**src/rtl/isqrt_seq.sv**
```systemverilog
// -----------------------------------------------------------------------------
// isqrt_seq
// Sequential integer square root (restoring, one root bit per cycle).
// Returns root = floor(sqrt(in_rad)) and rem = in_rad - root*root.
//
// Parameters:
//   Bit        root width (>= 2); radicand is 2*Bit bits, remainder Bit+1 bits
//
// Ports:
//   clk        rising-edge clock
//   rst        asynchronous active-high reset
//   in_valid   radicand present on in_rad
//   in_ready   unit can accept a radicand (IDLE only)
//   in_rad     unsigned radicand, sampled only on the accept cycle
//   out_valid  root/rem valid (DONE)
//   out_ready  downstream accepts the result
//   root       floor(sqrt(radicand)), registered
//   rem        radicand - root*root, registered, range 0..2*root
//   busy       high in CALC or DONE
// -----------------------------------------------------------------------------
module isqrt_seq #(
    parameter int Bit = 8
) (
    input  logic             clk,
    input  logic             rst,
    input  logic             in_valid,
    output logic             in_ready,
    input  logic [2*Bit-1:0] in_rad,
    output logic             out_valid,
    input  logic             out_ready,
    output logic [Bit-1:0]   root,
    output logic [Bit:0]     rem,
    output logic             busy
);

    localparam int CW = (Bit > 1) ? $clog2(Bit) : 1;
    localparam logic [CW-1:0] CNT_LAST = CW'(Bit - 1);
    localparam logic [CW-1:0] CNT_ZERO = {CW{1'b0}};
    localparam logic [CW-1:0] CNT_ONE  = {{(CW-1){1'b0}}, 1'b1};

    typedef enum logic [1:0] {
        IDLE = 2'd0,
        CALC = 2'd1,
        DONE = 2'd2
    } state_t;

    state_t             state_q, state_d;
    logic [2*Bit-1:0]   rad_q, rad_d;
    logic [Bit+1:0]     r_q, r_d;
    logic [Bit-1:0]     q_q, q_d;
    logic [CW-1:0]      cnt_q, cnt_d;
    logic [Bit-1:0]     root_q, root_d;
    logic [Bit:0]       rem_q, rem_d;

    // Single-iteration results, consumed by the datapath process in CALC
    logic [Bit+1:0]     r_shift;
    logic [Bit+1:0]     trial;
    logic [Bit+1:0]     r_iter;
    logic [Bit-1:0]     q_iter;

    // State and datapath registers
    always_ff @(posedge clk or posedge rst) begin
        if (rst) begin
            state_q <= IDLE;
            rad_q   <= {(2*Bit){1'b0}};
            r_q     <= {(Bit+2){1'b0}};
            q_q     <= {Bit{1'b0}};
            cnt_q   <= CNT_ZERO;
            root_q  <= {Bit{1'b0}};
            rem_q   <= {(Bit+1){1'b0}};
        end else begin
            state_q <= state_d;
            rad_q   <= rad_d;
            r_q     <= r_d;
            q_q     <= q_d;
            cnt_q   <= cnt_d;
            root_q  <= root_d;
            rem_q   <= rem_d;
        end
    end

    // Next-state decode
    always_comb begin
        state_d = state_q;
        case (state_q)
            IDLE: begin
                if (in_valid) begin
                    state_d = CALC;
                end else begin
                    state_d = IDLE;
                end
            end
            CALC: begin
                if (cnt_q == CNT_ZERO) begin
                    state_d = DONE;
                end else begin
                    state_d = CALC;
                end
            end
            DONE: begin
                // No overlap: a new radicand waits until the state is back in IDLE
                if (out_ready) begin
                    state_d = IDLE;
                end else begin
                    state_d = DONE;
                end
            end
            default: begin
                state_d = IDLE;
            end
        endcase
    end

    // One restoring iteration: bring down the next two radicand bits and try
    // subtracting (4q+1); the subtraction succeeding sets the next root bit
    always_comb begin
        r_shift = {r_q[Bit-1:0], rad_q[2*Bit-1:2*Bit-2]};
        trial   = {q_q, 2'b01};
        if (r_shift >= trial) begin
            r_iter = r_shift - trial;
            q_iter = {q_q[Bit-2:0], 1'b1};
        end else begin
            r_iter = r_shift;
            q_iter = {q_q[Bit-2:0], 1'b0};
        end
    end

    // Datapath load / iterate / result capture
    always_comb begin
        rad_d  = rad_q;
        r_d    = r_q;
        q_d    = q_q;
        cnt_d  = cnt_q;
        root_d = root_q;
        rem_d  = rem_q;
        case (state_q)
            IDLE: begin
                if (in_valid) begin
                    rad_d = in_rad;
                    r_d   = {(Bit+2){1'b0}};
                    q_d   = {Bit{1'b0}};
                    cnt_d = CNT_LAST;
                end else begin
                    rad_d = rad_q;
                end
            end
            CALC: begin
                rad_d = {rad_q[2*Bit-3:0], 2'b00};
                r_d   = r_iter;
                q_d   = q_iter;
                cnt_d = cnt_q - CNT_ONE;
                // The result registers change only on the final iteration edge,
                // so they hold through DONE and the following IDLE
                if (cnt_q == CNT_ZERO) begin
                    root_d = q_iter;
                    rem_d  = r_iter[Bit:0];
                end else begin
                    root_d = root_q;
                end
            end
            DONE: begin
                rad_d = rad_q;
            end
            default: begin
                rad_d = rad_q;
            end
        endcase
    end

    // Handshake/status outputs decoded from registered state only
    always_comb begin
        in_ready  = 1'b0;
        out_valid = 1'b0;
        busy      = 1'b0;
        case (state_q)
            IDLE: begin
                in_ready = 1'b1;
            end
            CALC: begin
                busy = 1'b1;
            end
            DONE: begin
                out_valid = 1'b1;
                busy      = 1'b1;
            end
            default: begin
                in_ready = 1'b0;
            end
        endcase
    end

    assign root = root_q;
    assign rem  = rem_q;

endmodule

```
**config.mk**
```make
export PLATFORM = sky130hd
export DESIGN_NAME = isqrt_seq
export DESIGN_NICKNAME = d
export VERILOG_FILES = /design/src/rtl/isqrt_seq.sv
export SDC_FILE = /design/constraint.sdc
export NUM_CORES = 1
export LEC_CHECK = 0
export CELL_PAD_IN_SITES_DETAIL_PLACEMENT = 1
export CELL_PAD_IN_SITES_GLOBAL_PLACEMENT = 1
export CORE_AREA = 2 2 83 85
export CTS_CLUSTER_SIZE = 28
export DETAILED_ROUTE_END_ITERATION = 8
export DIE_AREA = 0 0 85 87
export HOLD_SLACK_MARGIN = 0.1
export PLACE_DENSITY_LB_ADDON = 0.1
export REMOVE_ABC_BUFFERS = 1
export SLEW_MARGIN = 20
export SYNTH_ARGS = -nofsm -noshare
export SYNTH_HDL_FRONTEND = slang
export SYNTH_SLANG_ARGS = --single-unit
```
**constraint.sdc**
```tcl
create_clock -name clk -period 4.2 [get_ports clk]
set_clock_uncertainty 0.2 [all_clocks]
set_input_delay 1.26 -clock clk [delete_from_list [all_inputs] [get_ports clk]]
set_output_delay 1.26 -clock clk [all_outputs]
set_load 0.02 [all_outputs]
```
==> results of run 1 <==
## metal layers
metal / track usage, % / vias to the layer above / wire, um
met2: 37.22 / 57 / 3702
li1: - / 1119 / -
met3: 3.602 / 13 / 272
met5: 0 / - / 0
met4: 6.638 / 0 / 132
met1: 25.60 / 1151 / 3161
## final cells by class
cell class	instances	area, sq um	area share, %
Tap cell	80	100.1	2.939
Clock inverter	2	38.79	1.139
Sequential cell	54	1351	39.68
Multi-Input combinational cell	208	1334	39.16
Clock buffer	6	82.58	2.425
Timing Repair Buffer	45	435.4	12.78
Inverter	17	63.81	1.874
## power breakdown
group	internal (mW)	total [mW]	switching [mW]
Combinational	0.771	1.93	1.16
Sequential	0.764	0.911	0.147
Clock	0.196	0.381	0.184
## worst max-delay path: stages, from the launching register on
cell and delay [ps]:
dfrtp_1 420, inv_1 90, ha_1 270, clkdlybuf4s50_1 670
## kinds of logic (layout without fill, tap and decap cells)
group / after synthesis / in the layout
simple gates: 86 / 86
fa+ha+maj: 16 / 16
buf+inv: 34 / 70
flops: 54 / 54
compound gates: 87 / 87
mux: 15 / 15
xor+xnor: 4 / 4
## worst min-delay path by stage
stage / to / cells past startpoint / startpoint / slack, ps
final: root[7] / 2 / root[7] / 280
after global routing: cnt_q[0] / 1 / cnt_q[0] / 310
after CTS: cnt_q[0] / 1 / cnt_q[0] / 280
after detailed placement: cnt_q[0] / 1 / cnt_q[0] / 270
after global placement: root[6] / 2 / root[6] / 260
after floorplan: cnt_q[0] / 1 / cnt_q[0] / 240
## placed cells by master (no fill, tap or decap), types with 2 or more instances in the layout
cell and n:
a21o_1 2, a21oi_1 25, a22o_1 2, a31oi_1 4, a32o_1 2, and2_1 2
buf_4 6, clkbuf_8 6, clkdlybuf4s50_1 39, dfrtp_1 54, ha_1 16, inv_1 16
mux2i_1 15, nand2_1 23, nand2b_1 4, nand3_1 14, nand3b_1 2, nand4_1 4
nor2_1 25, nor3_1 5, o211ai_1 4, o21a_1 3, o21ai_0 25, o22ai_1 3
o31ai_1 7, o41ai_1 2, or3_1 4, xnor2_1 3
## flip-flops by register name, summed over array words and instances (netlist names)
name and flops:
rad_q 16, rem 9, q_q 8, r_q 8, state_q 2, root 8, cnt_q 3
## stage by stage
step	cell area, sq um	setup WS [ps]
final	3406	969.0
after global routing	3406	898.0
after CTS	3406	954.4
after detailed placement	3284	808.8
after global placement	3284	901.9
after floorplan	2745	884.5
==> results.sh, run 1 <==
export IMPL_routed_wl_um=7268
export IMPL_clk_latency_ps=320
export IMPL_cts_tree="built"
export IMPL_fmax_mhz=309.5
export IMPL_fillers=754
export IMPL_synth_top_cell_area_share_pct=48.00
export IMPL_startpoint="state_q[0]"
export IMPL_drc=0
export IMPL_r2r_end="r_q[1]"
export IMPL_r2r_slack_ps=1250
export IMPL_hold_class="register to register"
export IMPL_synth_cells=296
export IMPL_ys_types=41
export IMPL_min_period_over_period_pct=76.93
export IMPL_r2r_start="q_q[0]"
export IMPL_final_cell_count_no_fill=412
export IMPL_ir_worst_vdd_v=0.0004234
export IMPL_yosysTopAreaCell="dfrtp_1"
export IMPL_slew_violations=0
export IMPL_grt_remaining_overflow=0
export IMPL_yosysSeqAreaShare_pct=48.00
export IMPL_crit_type="register to primary output"
export IMPL_tightestPinTransition_ps=1063
export IMPL_rows=30
export IMPL_wl_per_cell_um=17.64
export IMPL_cp_max_fo=5
export IMPL_rsz0062_at_grt="no"
export IMPL_area_growth_pct=20.98
export IMPL_finalPower_mw=3.222
export IMPL_synth_most_common_cell="dfrtp_1"
export IMPL_synth_compound_area_share_pct=19.42
export IMPL_io_pins=40
export IMPL_synth_top_flop_cell="dfrtp_1"
export IMPL_synth_area_leaders="dfrtp_1 48%, ha_1 7.1%, mux2i_1 5.3%, a21oi_1 4.4%, o21ai_0 4.4%"
export IMPL_required_ps=2740
export IMPL_gp_congestion=0.7916
export IMPL_dp_hpwl_um=5314
export IMPL_p_leak_nw=1.540
export IMPL_viasPerCell=5.680
export IMPL_grt_pass1_vias=2432
export IMPL_finish_utilization_pct=51.85
export IMPL_grt_max_degree=32
export IMPL_slew_headroom_pct=28.56
export IMPL_power_density_nw_per_um2=946.1
export IMPL_maxCapViolations=0
export IMPL_netlist_area_sq_um=2815
export IMPL_critPathLaunchType="register"
export IMPL_crit_arrival_ps=1770
export IMPL_post_cts_buffers=0
export IMPL_ctsResizeCount=0
export IMPL_die_w_um=85
export IMPL_ant_nets=0
export IMPL_synth_top_family_by_area="compound AO/OA/AOI/OAI gates"
export IMPL_die_h_um=87
export IMPL_path_clk_slew_ps=100
export IMPL_final_layout_size_suffix_gt1_share_pct=5.723
export IMPL_start_util_pct=42.86
export IMPL_numCtsBuffers=5
export IMPL_ys_warn_count=0
export IMPL_die_area_sq_um=7395
export IMPL_setup_viol_count_final=0
export IMPL_crit_path_end="in_ready"
export IMPL_async_flop_share_pct=100.0
export IMPL_cts_buffer_depth=2
export IMPL_cts_root_buf="clkbuf_8"
export IMPL_tns_ps=0
export IMPL_cp_end_kind="primary output"
export IMPL_first_pass_iters=4
export IMPL_grt_use_total_pct=20.83
export IMPL_whs_ps=280.3
export IMPL_num_vias=2340
export IMPL_muxShareOfSynthArea_pct=5.333
export IMPL_antenna_found_initial=0
export IMPL_synth_common_cells="54 x dfrtp_1, 25 x a21oi_1, 25 x nor2_1, 25 x o21ai_0, 23 x nand2_1"
export IMPL_hold_buffers=0
export IMPL_synth_avg_cell_area_sq_um=9.511
export IMPL_synth_seq_cells=54
export IMPL_portBuffers=39
export IMPL_synth_edf_count=0
export IMPL_synthXorXnorAreaFrac_pct=1.244
export IMPL_layout_nets=367
export IMPL_yosys_area_share_adder_pct=7.111
export IMPL_dp_cells=404
export IMPL_grt_first_pass_wirelength_um=11990
export IMPL_htree_levels=2
export IMPL_status="complete, no violations"
export IMPL_core_area_sq_um=6569
export IMPL_rr_worst_depth=7
export IMPL_drtIter0Drc=134
export IMPL_insertedDiodeCount=0
export IMPL_synth_simple_area_share_pct=14.13
export IMPL_min_period_ps=3231
export IMPL_hold_viol=0
export IMPL_clock_sinks=54
Note: power is estimated with default switching activity, not from simulation.
==> run 2: changes to the inputs <==
--- a/config.mk
+++ b/config.mk
@@ -7,10 +7,10 @@
 export LEC_CHECK = 0
 export CELL_PAD_IN_SITES_DETAIL_PLACEMENT = 1
 export CELL_PAD_IN_SITES_GLOBAL_PLACEMENT = 1
-export CORE_AREA = 2 2 83 85
+export CORE_AREA = 2 2 85 87
 export CTS_CLUSTER_SIZE = 28
 export DETAILED_ROUTE_END_ITERATION = 8
-export DIE_AREA = 0 0 85 87
+export DIE_AREA = 0 0 87 89
 export HOLD_SLACK_MARGIN = 0.1
 export PLACE_DENSITY_LB_ADDON = 0.1
 export REMOVE_ABC_BUFFERS = 1
==> constraint.sdc (replaced) <==
create_clock -name clk -period 3.3 [get_ports clk]
set_clock_uncertainty 0.2 [all_clocks]
set_input_delay 0.99 -clock clk [delete_from_list [all_inputs] [get_ports clk]]
set_output_delay 0.99 -clock clk [all_outputs]
set_load 0.02 [all_outputs]
==> run 2 against run 1 <==
  * Non-clock buffer count up 3
  * Power up 24%
  * Core utilization down 1.3 points
  * Global-route usage down 1.2 points
  * Die area up 4.7%
  * Design area down 0.33%
  * Worst setup slack worse by 590 ps
  * Hold slack better by 3.2 ps
  * Largest cell class unchanged
==> results.sh, run 2 (synthesis results as in run 1) <==
export IMPL_status="complete, no violations"
export IMPL_finish_utilization_pct=50.52
export IMPL_p_leak_nw=1.542
export IMPL_maxCapViolations=0
export IMPL_path_clk_slew_ps=110
export IMPL_multi_input_comb_area_sq_um=1334
export IMPL_cp_max_fo=5
export IMPL_cts_buffer_depth=2
export IMPL_io_pins=40
export IMPL_rsz0062_at_grt="no"
export IMPL_layout_nets=370
export IMPL_seqPwrFrac_pct=29.1
export IMPL_hold_class="register to register"
export IMPL_post_cts_buffers=0
export IMPL_rows=30
export IMPL_final_layout_size_suffix_gt1_share_pct=6.567
export IMPL_finalPower_mw=3.985
export IMPL_hold_viol=0
export IMPL_ant_nets=0
export IMPL_ctsResizeCount=0
export IMPL_num_vias=2280
export IMPL_setup_viol_count_final=0
export IMPL_place_ws_ps=510.8
export IMPL_grt_first_pass_wirelength_um=11840
export IMPL_regArea_sq_um=1351
export IMPL_gp_congestion=0.8559
export IMPL_drc=0
export IMPL_worst_slack_ps=383.1
export IMPL_crit_arrival_ps=1730
export IMPL_fmax_mhz=342.8
export IMPL_die_area_sq_um=7743
export IMPL_swShare_pct=46.59
export IMPL_critPathLaunchType="register"
export IMPL_start_util_pct=41.90
export IMPL_tightestPinTransition_ps=934.8
export IMPL_htree_levels=2
export IMPL_fillers=793
export IMPL_grt_remaining_overflow=0
export IMPL_die_w_um=87
export IMPL_slew_headroom_pct=37.68
export IMPL_clock_sinks=54
export IMPL_clk_latency_ps=320
export IMPL_slew_violations=0
export IMPL_power_density_nw_per_um2=1174
export IMPL_die_h_um=89
export IMPL_antenna_found_initial=0
export IMPL_viasPerCell=5.494
export IMPL_crit_type="register to primary output"
export IMPL_largest_register_ffs=16
export IMPL_drtIter0Drc=105
export IMPL_cts_root_buf="clkbuf_8"
export IMPL_cp_end_kind="primary output"
export IMPL_power_internal_mw=2.129
export IMPL_dp_hpwl_um=4996
export IMPL_first_pass_iters=4
export IMPL_ir_worst_vdd_v=0.0003724
export IMPL_routed_wl_um=6972
export IMPL_grt_use_total_pct=19.64
export IMPL_core_area_sq_um=6719
export IMPL_p_comb_share_pct=61.1
export IMPL_final_common_cell="dfrtp_1"
export IMPL_grt_max_degree=41
export IMPL_p_switching_mw=1.857
export IMPL_grt_pass1_vias=2387
export IMPL_clockPowerShare_pct=9.7
export IMPL_required_ps=2110
export IMPL_cts_tree="built"
export IMPL_numCtsBuffers=5
export IMPL_top_register="rad_q"
export IMPL_area_growth_pct=20.58
export IMPL_min_period_ps=2917
export IMPL_wl_per_cell_um=16.80
export IMPL_insertedDiodeCount=0
export IMPL_min_period_over_period_pct=88.39
export IMPL_portBuffers=39
export IMPL_hold_buffers=0
export IMPL_final_cell_mix="54 x dfrtp_1, 39 x clkdlybuf4s50_1, 25 x o21ai_0, 25 x nor2_1, 25 x a21oi_1"
## run 2: changes by cell type in the layout (fill, tap and decap cells not counted)
cell	change
bufinv_16	-1
buf_4	+3
clkbuf_8	-1
clkinv_2	+2
## run 2: layout make-up
class / count / area share, %
sequential: 54 / 39.81
multi-input combinational: 208 / 39.29
timing repair buffer: 48 / 13.49
tap: 80 / 2.949
clock buffer: 5 / 2.027
inverter: 17 / 1.880
clock inverter: 3 / 0.5529
## run 2: path summary, 6_finish.rpt
check	start	endpoint	slack, ps	cells past startpoint
min in group asynchronous	rst	cnt_q[1]	790	2
min	rem[5]	rem[5]	280	2
max in group asynchronous	rst	q_q[7]	1480	3
max	state_q[1]	in_ready	380	3
max reg2reg	rad_q[14]	rem[0]	670	8
min reg2reg	rem[5]	rem[5]	280	2
## run 2: routing by layer
layer | share of wire [%] | track usage [%] | vias to the layer above
li1 | - | - | 1126
met1 | 46 | 26.35 | 1109
met2 | 49 | 33.66 | 38
met3 | 3.0 | 2.401 | 7
met4 | 1.1 | 5.540 | 0
met5 | 0 | 0 | -
## run 2: worst max-delay path, cell delays in order, from the launching register on
cell,delay [ps]
dfrtp_1,410
inv_1,100
ha_1,250
clkdlybuf4s50_1,640
## run 2: stage by stage
stage,cell area (sq um),hold WS (ps),instances,setup TNS (ps)
finish,3395,283.5,415,0
global route,3395,316.2,415,0
CTS,3395,286.6,415,0
detailed placement,3307,266.1,407,0
global placement,3307,256.9,407,0
floorplan,2745,239.6,279,-15.49
## run 2: power by group through the flow
stage / sequential, mW / clock, mW / combinational, mW
floorplan: 1.24 / 0 / 1.59
global placement: 1.16 / 0 / 2.37
detailed placement: 1.18 / 0 / 2.44
CTS: 1.16 / 0.396 / 2.45
global route: 1.20 / 0.424 / 2.73
finish: 1.16 / 0.387 / 2.44
==> run 3: changes to the inputs <==
--- a/config.mk
+++ b/config.mk
@@ -11,9 +11,11 @@
 export CTS_CLUSTER_SIZE = 28
 export DETAILED_ROUTE_END_ITERATION = 8
 export DIE_AREA = 0 0 87 89
+export GPL_ROUTABILITY_DRIVEN = 0
 export HOLD_SLACK_MARGIN = 0.1
 export PLACE_DENSITY_LB_ADDON = 0.1
 export REMOVE_ABC_BUFFERS = 1
+export SKIP_CTS_REPAIR_TIMING = 1
 export SLEW_MARGIN = 20
 export SYNTH_ARGS = -nofsm -noshare
 export SYNTH_HDL_FRONTEND = slang
==> results of run 3 <==
No change in the layout: final DEF, timing and power equal those of run 2.
